## src/rtl/mem_arbiter.sv

```systemverilog
// mem_arbiter: round-robin arbiter sharing one memory port between fetch and data requesters.
// Revision 1.0 -- one outstanding transaction, response timeout with error reply.
`default_nettype none

module mem_arbiter #(
   parameter int WIDTH   = 32,
   parameter int TIMEOUT = 16
) (
   input  logic             clk,
   input  logic             rst,
   input  logic             if_req,
   input  logic [WIDTH-1:0] if_addr,
   output logic             if_gnt,
   output logic             if_rvalid,
   output logic [WIDTH-1:0] if_rdata,
   output logic             if_err,
   input  logic             d_req,
   input  logic             d_we,
   input  logic [WIDTH-1:0] d_addr,
   input  logic [WIDTH-1:0] d_wdata,
   output logic             d_gnt,
   output logic             d_rvalid,
   output logic [WIDTH-1:0] d_rdata,
   output logic             d_err,
   output logic             mem_req,
   output logic             mem_we,
   output logic [WIDTH-1:0] mem_addr,
   output logic [WIDTH-1:0] mem_wdata,
   input  logic             mem_gnt,
   input  logic             mem_rvalid,
   input  logic [WIDTH-1:0] mem_rdata
);

   typedef enum logic [1:0] {
      S_IDLE = 2'd0,
      S_REQ  = 2'd1,
      S_RESP = 2'd2
   } state_t;

   localparam logic [7:0] C_CNT_LAST = 8'(TIMEOUT - 1);

   state_t           state_q, state_d;
   logic             owner_q, owner_d;   // 1 = data port owns the transaction
   logic             last_q, last_d;
   logic             we_q, we_d;
   logic [WIDTH-1:0] addr_q, addr_d;
   logic [WIDTH-1:0] wdata_q, wdata_d;
   logic [7:0]       cnt_q, cnt_d;
   logic             if_rv_q, if_rv_d;
   logic             d_rv_q, d_rv_d;
   logic             err_q, err_d;
   logic [WIDTH-1:0] rdata_q, rdata_d;

   logic pick_d;
   logic in_idle;
   logic in_req;

   // Data wins when it is alone, or on a tie when fetch was served last.
   assign pick_d  = d_req && (!if_req || !last_q);
   assign in_idle = rst && (state_q == S_IDLE);
   assign in_req  = rst && (state_q == S_REQ);

   always_comb begin
      state_d = state_q;
      owner_d = owner_q;
      last_d  = last_q;
      we_d    = we_q;
      addr_d  = addr_q;
      wdata_d = wdata_q;
      cnt_d   = cnt_q;
      rdata_d = rdata_q;
      if_rv_d = 1'b0;
      d_rv_d  = 1'b0;
      err_d   = 1'b0;
      case (state_q)
         S_IDLE: begin
            if (if_req || d_req) begin
               owner_d = pick_d;
               last_d  = pick_d;
               we_d    = pick_d & d_we;
               addr_d  = pick_d ? d_addr : if_addr;
               wdata_d = pick_d ? d_wdata : '0;
               state_d = S_REQ;
            end
         end
         S_REQ: begin
            if (mem_gnt) begin
               cnt_d   = '0;
               state_d = S_RESP;
            end
         end
         S_RESP: begin
            if (mem_rvalid) begin
               if_rv_d = !owner_q;
               d_rv_d  = owner_q;
               rdata_d = mem_rdata;
               state_d = S_IDLE;
            end else if (cnt_q == C_CNT_LAST) begin
               if_rv_d = !owner_q;
               d_rv_d  = owner_q;
               err_d   = 1'b1;
               rdata_d = '0;
               state_d = S_IDLE;
            end else begin
               cnt_d = cnt_q + 8'd1;
            end
         end
         default: state_d = S_IDLE;
      endcase
   end

   always_ff @(posedge clk) begin
      if (!rst) begin
         state_q <= S_IDLE;
         owner_q <= 1'b0;
         last_q  <= 1'b0;
         we_q    <= 1'b0;
         addr_q  <= '0;
         wdata_q <= '0;
         cnt_q   <= '0;
         if_rv_q <= 1'b0;
         d_rv_q  <= 1'b0;
         err_q   <= 1'b0;
         rdata_q <= '0;
      end else begin
         state_q <= state_d;
         owner_q <= owner_d;
         last_q  <= last_d;
         we_q    <= we_d;
         addr_q  <= addr_d;
         wdata_q <= wdata_d;
         cnt_q   <= cnt_d;
         if_rv_q <= if_rv_d;
         d_rv_q  <= d_rv_d;
         err_q   <= err_d;
         rdata_q <= rdata_d;
      end
   end

   // Every output is forced low while reset is held, even mid-transaction.
   assign if_gnt    = in_idle && if_req && !pick_d;
   assign d_gnt     = in_idle && pick_d;
   assign mem_req   = in_req;
   assign mem_we    = in_req && we_q;
   assign mem_addr  = in_req ? addr_q : '0;
   assign mem_wdata = in_req ? wdata_q : '0;

   assign if_rvalid = rst && if_rv_q;
   assign if_err    = rst && if_rv_q && err_q;
   assign if_rdata  = (rst && if_rv_q) ? rdata_q : '0;
   assign d_rvalid  = rst && d_rv_q;
   assign d_err     = rst && d_rv_q && err_q;
   assign d_rdata   = (rst && d_rv_q) ? rdata_q : '0;

endmodule

`default_nettype wire
```

## config.mk

```make
export PLATFORM = sky130hd
export DESIGN_NAME = mem_arbiter
export DESIGN_NICKNAME = d
export VERILOG_FILES = /design/src/rtl/mem_arbiter.sv
export SDC_FILE = /design/constraint.sdc
export NUM_CORES = 1
export LEC_CHECK = 0
export ABC_AREA = 0
export CORE_MARGIN = 4
export CORE_UTILIZATION = 25
export CTS_BUF_LIST = sky130_fd_sc_hd__clkbuf_2
export CTS_CLUSTER_DIAMETER = 30
export DETAILED_ROUTE_END_ITERATION = 10
export GPL_TIMING_DRIVEN = 0
export HOLD_SLACK_MARGIN = 0.15
export PLACE_DENSITY_LB_ADDON = 0.2
export SLEW_MARGIN = 20
export SYNTH_ARGS = -nofsm -noshare
export SYNTH_HDL_FRONTEND = slang
export SYNTH_SLANG_ARGS = --single-unit
```

## constraint.sdc

```tcl
create_clock -name clk -period 3.5 [get_ports clk]
set_input_delay 0.7 -clock clk [delete_from_list [all_inputs] [get_ports clk]]
set_output_delay 0.7 -clock clk [all_outputs]
set_load 0.05 [all_outputs]
```

==> impl_metrics.tcl <==
set metrics [dict create \
    postCtsSetupRepairBufs 0 \
    layout.cells.most_common "and3_1" \
    async_flop_share_pct 0 \
    detail-route-antenna-nets 0 \
    timing.critical_path.slowest_cell_delay_ns 0.56 \
    track_usage_pct 16.02 \
    cts.reportedPaths.clkPinSlew_ns 0.32 \
    critical_path.endpoint_type "output port" \
    final_period_minus_worst_setup_slack_ns 3.392 \
    hold_path_depth 2 \
    worst-r2r-cell-count 6 \
    dpl_cell_area_um2 8074 \
    n_fill_cell 2035 \
    worst-setup-path-type "primary input to output port" \
    grt_max_degree 19 \
    cts-buffers-inserted 9 \
    ctsLongestPathBuffers 2 \
    whs_endpoint "addr_q[9]$_SDFFE_PN0P_" \
    multiInputGateArea_um2 2537 \
    synth_fa_ha_area_share_pct 0.2483 \
    die_x_um 150.0 \
    global_route_wire_length_before_repair_mm 28.26 \
    setup_violations 0 \
    max_cap_check_violation_count 0 \
    worstPathRequired_ns 2.80 \
    die_h_um 150.0 \
    synth.mux.area_fraction_pct 6.579 \
    io_pins 271 \
    first_pass_iters 4 \
    syn_nets 661 \
    clk_sinks 111 \
    critical-path-top-delay-family "buffers and inverters" \
    timing.rr.start "cnt_q[0]$_SDFFE_PN0P_" \
    max_slew.worst_pin.slew_ns 0.6940 \
    slew_violations 0 \
    globalRoute.totalOverflow 0 \
    synth.distinct_cells 48 \
    timing_hold_violations_final 0 \
    detailed_route_via_count 5161 \
    vdd_drop_max_v 0.0001257 \
    reg2reg_to "cnt_q[5]$_SDFFE_PN0P_" \
    reported_leakage_power_uw 0.003807 \
    synth.avg_cell_area_um2 9.600 \
    starting_density_of_the_core_pct 25.64 \
    synth_top_family_by_area "simple AND/OR/NAND/NOR gates" \
    post_synth_and_or_nand_nor_area_fraction_pct 22.72 \
    drive_gt1_share_pct 19.36 \
    clock-root-buffer "clkbuf_2" \
    holdCritStartpoint "addr_q[9]$_SDFFE_PN0P_" \
    cts_tree "built" \
    postLayoutCoreUtil_pct 42.14 \
    area.growth.synth_to_final_pct 64.32 \
    area_leader_netlist "dfxtp_1" \
    mostFrequentLayoutCells "and3_1, clkdlybuf4s50_1, dfxtp_1" \
    synth-xor-area-share_pct 0 \
    startpoint_type "primary input" \
    final.period_utilization_pct 96.92 \
    post-dp-hpwl_mm 14.72 \
    drc 0 \
    max-slew-margin-rel_pct 53.42 \
    fin_area_um2 8282 \
    tns_ns 0 \
    netlist_top_cells_area "dfxtp_1, and3_1, a32o_1" \
    drt-vias-per-instance 4.792 \
    clock_insertion_delay_worst_skew_ns 0.61 \
    grt_antenna_before_repair 2 \
    crit_arrival_ns 2.69 \
    design.final.nets 942 \
    cpMaxStageDelayCell "clkdlybuf4s50_1" \
    post_synthesis_instance_area_um2 5040 \
    placementRows 51 \
    globalplace.congestion 0.7780 \
    power_total_uw 2674 \
    die_area_um2 22500 \
    numPortBuffers 270 \
    path_cells "clkdlybuf4s50_1 -> clkbuf_4 -> clkbuf_1 -> and3_1 -> dlygate4sd2_1" \
    synth_seq_area_share_pct 44.09 \
    floorplan.core_area_um2 19650 \
    drtIter0Drc 212 \
    cp.buffers_inverters 4 \
    yosys_most_used_dff "dfxtp_1" \
    synth_compound_area_share_pct 20.75 \
    outcome "complete, no violations" \
    synth_warnings 0 \
    route.detailed.wl_per_inst_um 17.62 \
    synthCells 525 \
    synth-edff-count 0 \
    worst_slack_on_hold_paths_ns 0.5113 \
    rsz_0062_raised_after_global_routing "false" \
    min_path_type "register to register" \
    number_of_global_route_vias_before_repair 4996 \
    path_max_fanout 10 \
    drt_wl_total_mm 18.97 \
    setup.reg_to_reg.worst_slack_ns 1.66 \
    seq_cell_area_um2 2222 \
    htreeDepth 3 \
    maxClockFrequency_ghz 0.2948 \
    cellPowerDensity_nw_per_um2 322.9 \
    yosys_register_bits 111 \
    synth_top_cell_area_share_pct 44.09 \
    fin_skew_ns 0.03095 \
]
-- Yosys cell counts, types with 2 or more instances --
master    instances
buf_2            16
dfxtp_1         111
a22o_1           32
nor2_1           35
a31oi_1           3
nand2_1           4
clkbuf_1         37
and3_1          135
a21oi_1           6
and2_1            5
buf_1             3
o21a_1            2
buf_6             3
a211oi_1         32
mux2i_1          32
o211ai_1          2
nand3_1           3
a32o_1           33
nor3_1            2
-- through the flow --
step           setup WS [ns]  std cells
3_5_place_dp          -1.108       1060
3_3_place_gp          -1.103       1060
2_1_floorplan         0.8676        525
6_report              0.1079       1077
4_1_cts             0.004269       1076
5_1_grt             0.006477       1077
-- what timing repair did --
| action | CTS | global route |
|---|---|---|
| endpoints found under the setup margin | 136 | 70 |
| hold buffers | 0 | 0 |
| resized for setup | 332 | 25 |
-- tightest hold or removal path, stage by stage, from the launching register on --
cell	delay, ns
dfxtp_1	0.38
nor2_1	0.09
a211oi_1	0.05
-- report_power, final --
group	switching, µW	total, µW	internal [µW]
sequential	37.9	1390	1350
combinational	319	599	279
clock	452	687	235
total	809	2670	1860
-- per-layer routing --
metal / track usage (%) / vias to the layer above / wire (µm)
met2: 27.10 / 202 / 8714
met5: 0 / - / 0
met1: 19.64 / 2388 / 8231
met4: 3.156 / 0 / 120
li1: - / 2562 / -
met3: 5.875 / 9 / 1906
-- layout make-up --
cell class / count / share of cell area, %
buffer: 61 / 3.686
multi-input combinational: 352 / 30.64
timing repair buffer: 270 / 33.07
antenna: 1 / 0.03022
clock inverter: 7 / 1.148
sequential: 111 / 26.83
tap: 265 / 4.004
inverter: 1 / 0.04532
clock buffer: 9 / 0.5439
-- sequential cells by signal, summed over array words and instances, names as in the netlist --
name,flops
wdata_q,32
if_rv_q,1
cnt_q,8
addr_q,32
d_rv_q,1
rdata_q,32
state_q,2
last_q,1
err_q,1
we_q,1
-- worst max-delay path by stage --
| stage | start | end | slack (ns) | depth (start not counted) |
|---|---|---|---|---|
| 2_1_floorplan | rst | if_rdata[0] | 0.87 | 4 |
| 3_3_place_gp | rst | mem_addr[24] | -1.10 | 6 |
| 3_5_place_dp | rst | mem_addr[29] | -1.11 | 6 |
| 4_1_cts | rst | mem_addr[24] | 0.004 | 6 |
| 5_1_grt | rst | d_rdata[25] | 0.006 | 5 |
| 6_report | rst | d_err | 0.11 | 5 |
-- kinds of logic after synthesis --
logic type	count (synthesis)
AO/OA/AOI/OAI	123
adder cells (fa/ha/maj)	1
buffers and inverters	62
flip-flops	111
multiplexers	33
AND/OR/NAND/NOR	195
(Power assumes the default switching activity.)
